File: config.mk
export PLATFORM = sky130hd
export DESIGN_NAME = mdr_mem_interface
export DESIGN_NICKNAME = d
export VERILOG_FILES = /design/src/rtl/datapath_pkg.sv /design/src/rtl/mem_wait_timer.sv /design/src/rtl/mdr_mem_interface.sv
export SDC_FILE = /design/constraint.sdc
export NUM_CORES = 1
export LEC_CHECK = 0
export BUFFER_PORTS_ARGS = -buffer_cell sky130_fd_sc_hd__buf_2
export CAP_MARGIN = 5
export CELL_PAD_IN_SITES_DETAIL_PLACEMENT = 0
export CELL_PAD_IN_SITES_GLOBAL_PLACEMENT = 1
export CORE_UTILIZATION = 31
export CTS_CLUSTER_DIAMETER = 120
export CTS_CLUSTER_SIZE = 16
export DETAILED_ROUTE_END_ITERATION = 10
export PLACE_DENSITY = 0.75
export SYNTH_ARGS = -nofsm -noshare
export SYNTH_HDL_FRONTEND = slang
export SYNTH_HIERARCHICAL = 1
export SYNTH_SLANG_ARGS = --single-unit
File: constraint.sdc
create_clock -name clk -period 4.05 [get_ports clk]
set_clock_uncertainty 0.05 [all_clocks]
set_input_delay 0.2025 -clock clk [delete_from_list [all_inputs] [get_ports clk]]
set_output_delay 0.2025 -clock clk [all_outputs]
set_load 0.01 [all_outputs]
File: src/rtl/datapath_pkg.sv
// Shared definitions for the memory-side datapath: default widths, the default
// handshake timeout, and the memory-interface FSM state type.
package datapath_pkg;

    localparam int DEF_DATA_WIDTH     = 32;
    localparam int DEF_ADDR_WIDTH     = 9;
    localparam int DEF_TIMEOUT_CYCLES = 16;

    typedef enum logic [1:0] {
        IDLE    = 2'd0,
        RD_WAIT = 2'd1,
        WR_WAIT = 2'd2
    } mem_state_e;

endpackage

File: src/rtl/mem_wait_timer.sv
// Counts wait cycles of an outstanding memory request and flags the edge on
// which the count would reach TIMEOUT_CYCLES.
module mem_wait_timer #(
    parameter int TIMEOUT_CYCLES = 16
) (
    input  logic clk,
    input  logic rst_n,
    input  logic clear_i,
    input  logic enable_i,
    output logic expired_o
);

    localparam int CNT_W = $clog2(TIMEOUT_CYCLES + 1);

    logic [CNT_W-1:0] count_q;
    logic [CNT_W-1:0] count_d;

    // Saturates at TIMEOUT_CYCLES so a stray enable can never wrap it.
    always_comb begin
        count_d = count_q;
        if (clear_i) begin
            count_d = '0;
        end else if (enable_i && (count_q != CNT_W'(TIMEOUT_CYCLES))) begin
            count_d = count_q + CNT_W'(1);
        end
    end

    always_ff @(posedge clk or negedge rst_n) begin
        if (!rst_n) begin
            count_q <= '0;
        end else begin
            count_q <= count_d;
        end
    end

    assign expired_o = enable_i && (count_q == CNT_W'(TIMEOUT_CYCLES - 1));

endmodule

File: src/rtl/mdr_mem_interface.sv
// MAR/MDR stage with a req/ack RAM handshake; reports busy/done/err so the
// control unit can stall while an access is outstanding.
module mdr_mem_interface
    import datapath_pkg::*;
#(
    parameter int DATA_WIDTH     = DEF_DATA_WIDTH,
    parameter int ADDR_WIDTH     = DEF_ADDR_WIDTH,
    parameter int TIMEOUT_CYCLES = DEF_TIMEOUT_CYCLES
) (
    input  logic                  clk,
    input  logic                  clr_n,
    input  logic [DATA_WIDTH-1:0] BusMuxOut,
    input  logic                  MARin,
    input  logic                  MDRin,
    input  logic                  rd_start,
    input  logic                  wr_start,
    input  logic [DATA_WIDTH-1:0] mem_rdata,
    input  logic                  mem_ack,
    output logic                  mem_req,
    output logic                  mem_we,
    output logic [ADDR_WIDTH-1:0] mem_addr,
    output logic [DATA_WIDTH-1:0] mem_wdata,
    output logic [DATA_WIDTH-1:0] BusMuxIn_MDR,
    output logic                  busy,
    output logic                  done,
    output logic                  err
);

    mem_state_e            state_q;
    mem_state_e            state_d;
    logic [ADDR_WIDTH-1:0] mar_q;
    logic [ADDR_WIDTH-1:0] mar_d;
    logic [DATA_WIDTH-1:0] mdr_q;
    logic [DATA_WIDTH-1:0] mdr_d;
    logic                  done_q;
    logic                  done_d;
    logic                  err_q;
    logic                  err_d;
    logic                  idle;
    logic                  expired;

    assign idle = (state_q == IDLE);

    // Only un-acked wait cycles advance the timer, so an ack on the expiry edge wins.
    mem_wait_timer #(
        .TIMEOUT_CYCLES(TIMEOUT_CYCLES)
    ) u_timer (
        .clk      (clk),
        .rst_n    (clr_n),
        .clear_i  (idle),
        .enable_i (!idle && !mem_ack),
        .expired_o(expired)
    );

    always_ff @(posedge clk or negedge clr_n) begin
        if (!clr_n) begin
            state_q <= IDLE;
        end else begin
            state_q <= state_d;
        end
    end

    always_comb begin
        state_d = state_q;
        case (state_q)
            IDLE: begin
                if (rd_start) begin
                    state_d = RD_WAIT;
                end else if (wr_start) begin
                    state_d = WR_WAIT;
                end
            end
            RD_WAIT, WR_WAIT: begin
                if (mem_ack || expired) begin
                    state_d = IDLE;
                end
            end
            default: state_d = IDLE;
        endcase
    end

    always_comb begin
        busy    = !idle;
        mem_req = !idle;
        mem_we  = (state_q == WR_WAIT);
    end

    // MAR/MDR only move in IDLE or on a read ack, keeping the request stable.
    always_comb begin
        mar_d  = mar_q;
        mdr_d  = mdr_q;
        done_d = 1'b0;
        err_d  = err_q;
        if (idle) begin
            if (MARin) begin
                mar_d = BusMuxOut[ADDR_WIDTH-1:0];
            end
            if (MDRin) begin
                mdr_d = BusMuxOut;
            end
            if (rd_start || wr_start) begin
                err_d = 1'b0;
            end
        end else if (mem_ack) begin
            done_d = 1'b1;
            if (state_q == RD_WAIT) begin
                mdr_d = mem_rdata;
            end
        end else if (expired) begin
            done_d = 1'b1;
            err_d  = 1'b1;
        end
    end

    always_ff @(posedge clk or negedge clr_n) begin
        if (!clr_n) begin
            mar_q  <= '0;
            mdr_q  <= '0;
            done_q <= 1'b0;
            err_q  <= 1'b0;
        end else begin
            mar_q  <= mar_d;
            mdr_q  <= mdr_d;
            done_q <= done_d;
            err_q  <= err_d;
        end
    end

    assign mem_addr     = mar_q;
    assign mem_wdata    = mdr_q;
    assign BusMuxIn_MDR = mdr_q;
    assign done         = done_q;
    assign err          = err_q;

endmodule

==> metrics.md <==
| Metric | Value |
|---|---|
| Remaining global-route overflow | `0` |
| HPWL reported at the end of detailed placement | `4.20 mm` |
| Vias | `1926` |
| Status | `finished with violations` |
| Crit end category | `flip-flop` |
| Most used cells in the layout excluding fill and tap cells | `buf_2, dfrtp_1, mux2_2, mux2_4, inv_1` |
| Number of setup violations in the final report | `0` |
| End point of the worst hold path | `mem_addr[2]$_DFFE_PN0P_` |
| Initial detailed-routing violation count | `53` |
| Endpoints failing hold | `0` |
| Startpoint of the most critical hold path | `BusMuxOut[2]` |
| Core Region | `8850 um2` |
| Height of the die | `98.2 um` |
| Arr. time, crit path | `2.61 ns` |
| Starting density of the core | `32.4%` |
| Reg2Reg Setup Slack | `1.57 ns` |
| Floorplan die area | `9640 um2` |
| Power per cell area | `795 nW/um2` |
| Final standard cell utilization of the core | `39.9%` |
| Post-Synthesis Cells | `213` |
| Post-Synthesis Net Count | `291` |
| Number of violations of the max-capacitance limit | `0` |
| Nets | `410` |
| Via density per instance | `4.37` |
| Total CTS buffers | `5` |
| Largest net degree at the start of global routing | `51` |
| Vias in the first global route | `1944` |
| Number of placed cells counting well taps | `432` |
| Unrepaired setup endpoints after global routing | `false` |
| Least-Margin Pin Slew | `0.875 ns` |
| Depth of the worst register-to-register path | `6` |
| Critical path startpoint category | `flip-flop` |
| Maximum net fanout on the critical path | `21` |
| Worst slew slack as a fraction of its limit | `41.5%` |
| Synthesized area divided by synthesized cell count | `13.5 um2` |
| Routability Congestion | `0.789` |
| Clk buf depth | `2` |
| Number of unique standard cell types used by synthesis | `29` |
| Fin worst setup slack | `1.57 ns` |
| Largest stage delay on the critical path | `0.70 ns` |
| # IOs | `149` |
| Clk Latency, worst-skew pair | `0.29 ns` |
| Register bit total from synthesis | `50` |
| Cell depth of the worst min-delay path | `2` |
| Type of the worst min-delay path | `in -> reg` |
| Wirelength, routed | `5.78 mm` |
| Clock transition at the register clock pins on the worst setup and hold paths after CTS | `0.09 ns` |
| Deepest level of the CTS H-tree | `2` |
| Signed area change from the synthesized netlist to the final layout | `23.1%` |
| Placed Instance Area | `3440 um2` |
| Antenna diodes | `0` |
| Proportion of layout cells with a drive suffix above 1 | `71.5%` |
| Fmax achieved | `404 MHz` |
| Post-synthesis instance area | `2870 um2` |
| Yosys warning total | `6` |
| Detailed Routing Iterations Pass 1 | `7` |
| Pins over their slew limit | `0` |
| Count of input and output buffers | `148` |
| CTS root buffer | `clkbuf_8` |
| Leakage dissipation | `1.82 nW` |
| Capture point of the worst reg-to-reg path | `BusMuxIn_MDR[1]$_DFFE_PN0P_` |
| Post-route DRC | `14` |
| Count of instances resized after the clock tree is built | `0` |
| Most common library cell in the layout ignoring fill and taps | `buf_2` |
| Horizontal extent of the die | `98.2 um` |
| Number of fillers in the final layout | `862` |
| Maximum VDD drop | `0.326 mV` |
| Worst reg2reg startpoint | `state_q[0]$_DFFE_PN0P_` |
| Overall fraction of global-route tracks in use | `12.4%` |
| Worst path required time | `4.19 ns` |
| Final cycle utilization of the critical path | `61.1%` |
| Setup_tns | `0 ns` |
| Fin cells | `441` |
| Critical Path, Cell by Cell | `inv_1 > ha_1 > nor2_2 > nor2_4 > buf_4 > mux2_4` |
| Path type of the worst setup path | `reg -> reg` |
| Total number of placement rows | `34` |
| Sinks on the clock net | `50` |
| Detailed-route wire length per cell | `13.1 um` |
| Initial antenna violation count | `1` |
| Global-route wire length before repair | `9.60 mm` |
| Shortest period the worst path allows | `2.48 ns` |
| Post-placement setup slack | `1.60 ns` |
| Violations in the final reports | `DRC` |
| Clock tree from TritonCTS | `built` |
| Portion of the post-synthesis area used by sequential elements | `43.6%` |
| Crit-path slowest cell | `nor2_4` |
| Antenna Violating Nets Remaining | `0` |
| Final non-filler cell area | `3530 um2` |
[synthesized netlist by cell type, drive strengths merged]
cell type / count / area share, %
nor2: 9 / 1.5
nor2b: 1 / 0.22
a41o: 1 / 0.35
nand4: 1 / 0.22
nand2b: 1 / 0.22
a211oi: 2 / 0.52
xor2: 1 / 0.31
inv: 10 / 1.3
buf: 40 / 12
o21ai: 2 / 0.35
and3: 1 / 0.22
ha: 7 / 3.1
a21oi: 1 / 0.17
o41a: 1 / 0.39
dfrtp: 50 / 44
nor3b: 2 / 0.52
mux2: 75 / 33
nand2: 4 / 0.52
mux2i: 2 / 0.83
and2: 1 / 0.22
o22a: 1 / 0.31
[state kept, by name, summed over array words and instances, names as in the netlist]
name,flops
u_timer/count_q,5
err,1
done,1
BusMuxIn_MDR,32
state_q,2
mem_addr,9
[stage by stage]
stage / power, mW / hold WS [ns]
after floorplan: 2.28 / -0.143
after global placement: 2.54 / 0.304
after detailed placement: 2.55 / 0.307
after CTS: 2.86 / 0.0797
after global routing: 3.03 / 0.0761
final: 2.81 / 0.0966
[metal layers]
layer	vias up	share of wire [%]	track usage, %
met5	-	0.23	0
met4	2	0.54	2.41
met3	6	6.8	3.01
met2	92	47	21.0
met1	892	45	16.2
li1	934	-	-
[critical path: cells and delay by family, from the launching register on]
kind | cells | cell delay (ns)
fa+ha+maj | 1 | 0.27
buf+inv | 2 | 0.51
flops | 1 | 0.40
mux | 1 | 0.32
simple gates | 2 | 0.81
[where the power goes]
part | leakage (nW) | switching, mW | total, mW | internal [mW]
Combinational | 1.18 | 0.726 | 1.62 | 0.891
Clock | 0.0452 | 0.161 | 0.283 | 0.122
Sequential | 0.599 | 0.165 | 0.907 | 0.742
[cells by family after synthesis]
logic type,after synthesis,share of synthesized area (%)
mux,77,34.3
buf+inv,50,13.0
flops,50,43.6
simple gates,20,3.66
compound gates,8,2.09
fa+ha+maj,7,3.05
xor+xnor,1,0.305
[how the worst max path moves through the flow]
stage                           startpoint  slack (ns)                            to  cells past startpoint
finish              state_q[0]$_DFFE_PN0P_        1.57   BusMuxIn_MDR[1]$_DFFE_PN0P_                      6
global route        state_q[0]$_DFFE_PN0P_        1.37   BusMuxIn_MDR[1]$_DFFE_PN0P_                      6
CTS                 state_q[0]$_DFFE_PN0P_        1.54   BusMuxIn_MDR[1]$_DFFE_PN0P_                      6
detailed placement  state_q[0]$_DFFE_PN0P_        1.60   BusMuxIn_MDR[4]$_DFFE_PN0P_                      6
global placement    state_q[0]$_DFFE_PN0P_        1.67  BusMuxIn_MDR[28]$_DFFE_PN0P_                      6
floorplan           state_q[0]$_DFFE_PN0P_        2.21  BusMuxIn_MDR[10]$_DFFE_PN0P_                      6
[timing repair]
action                                 4_1_cts  5_1_grt
endpoints found under the hold margin       50        0
setup buffers                                0        0
hold buffers                                 1        0
[area by class of cell]
class | instances | area, um2 | share of cell area (%)
repair buffers | 152 | 773 | 21.9
multi-input cells | 113 | 1250 | 35.4
flip-flops and latches | 50 | 1250 | 35.4
inverters | 10 | 37.5 | 1.06
clock buffers | 6 | 72.6 | 2.05
clock inverters | 2 | 13.8 | 0.390
well taps | 108 | 135 | 3.83
No activity file was read; power rests on OpenSTA's default activity.
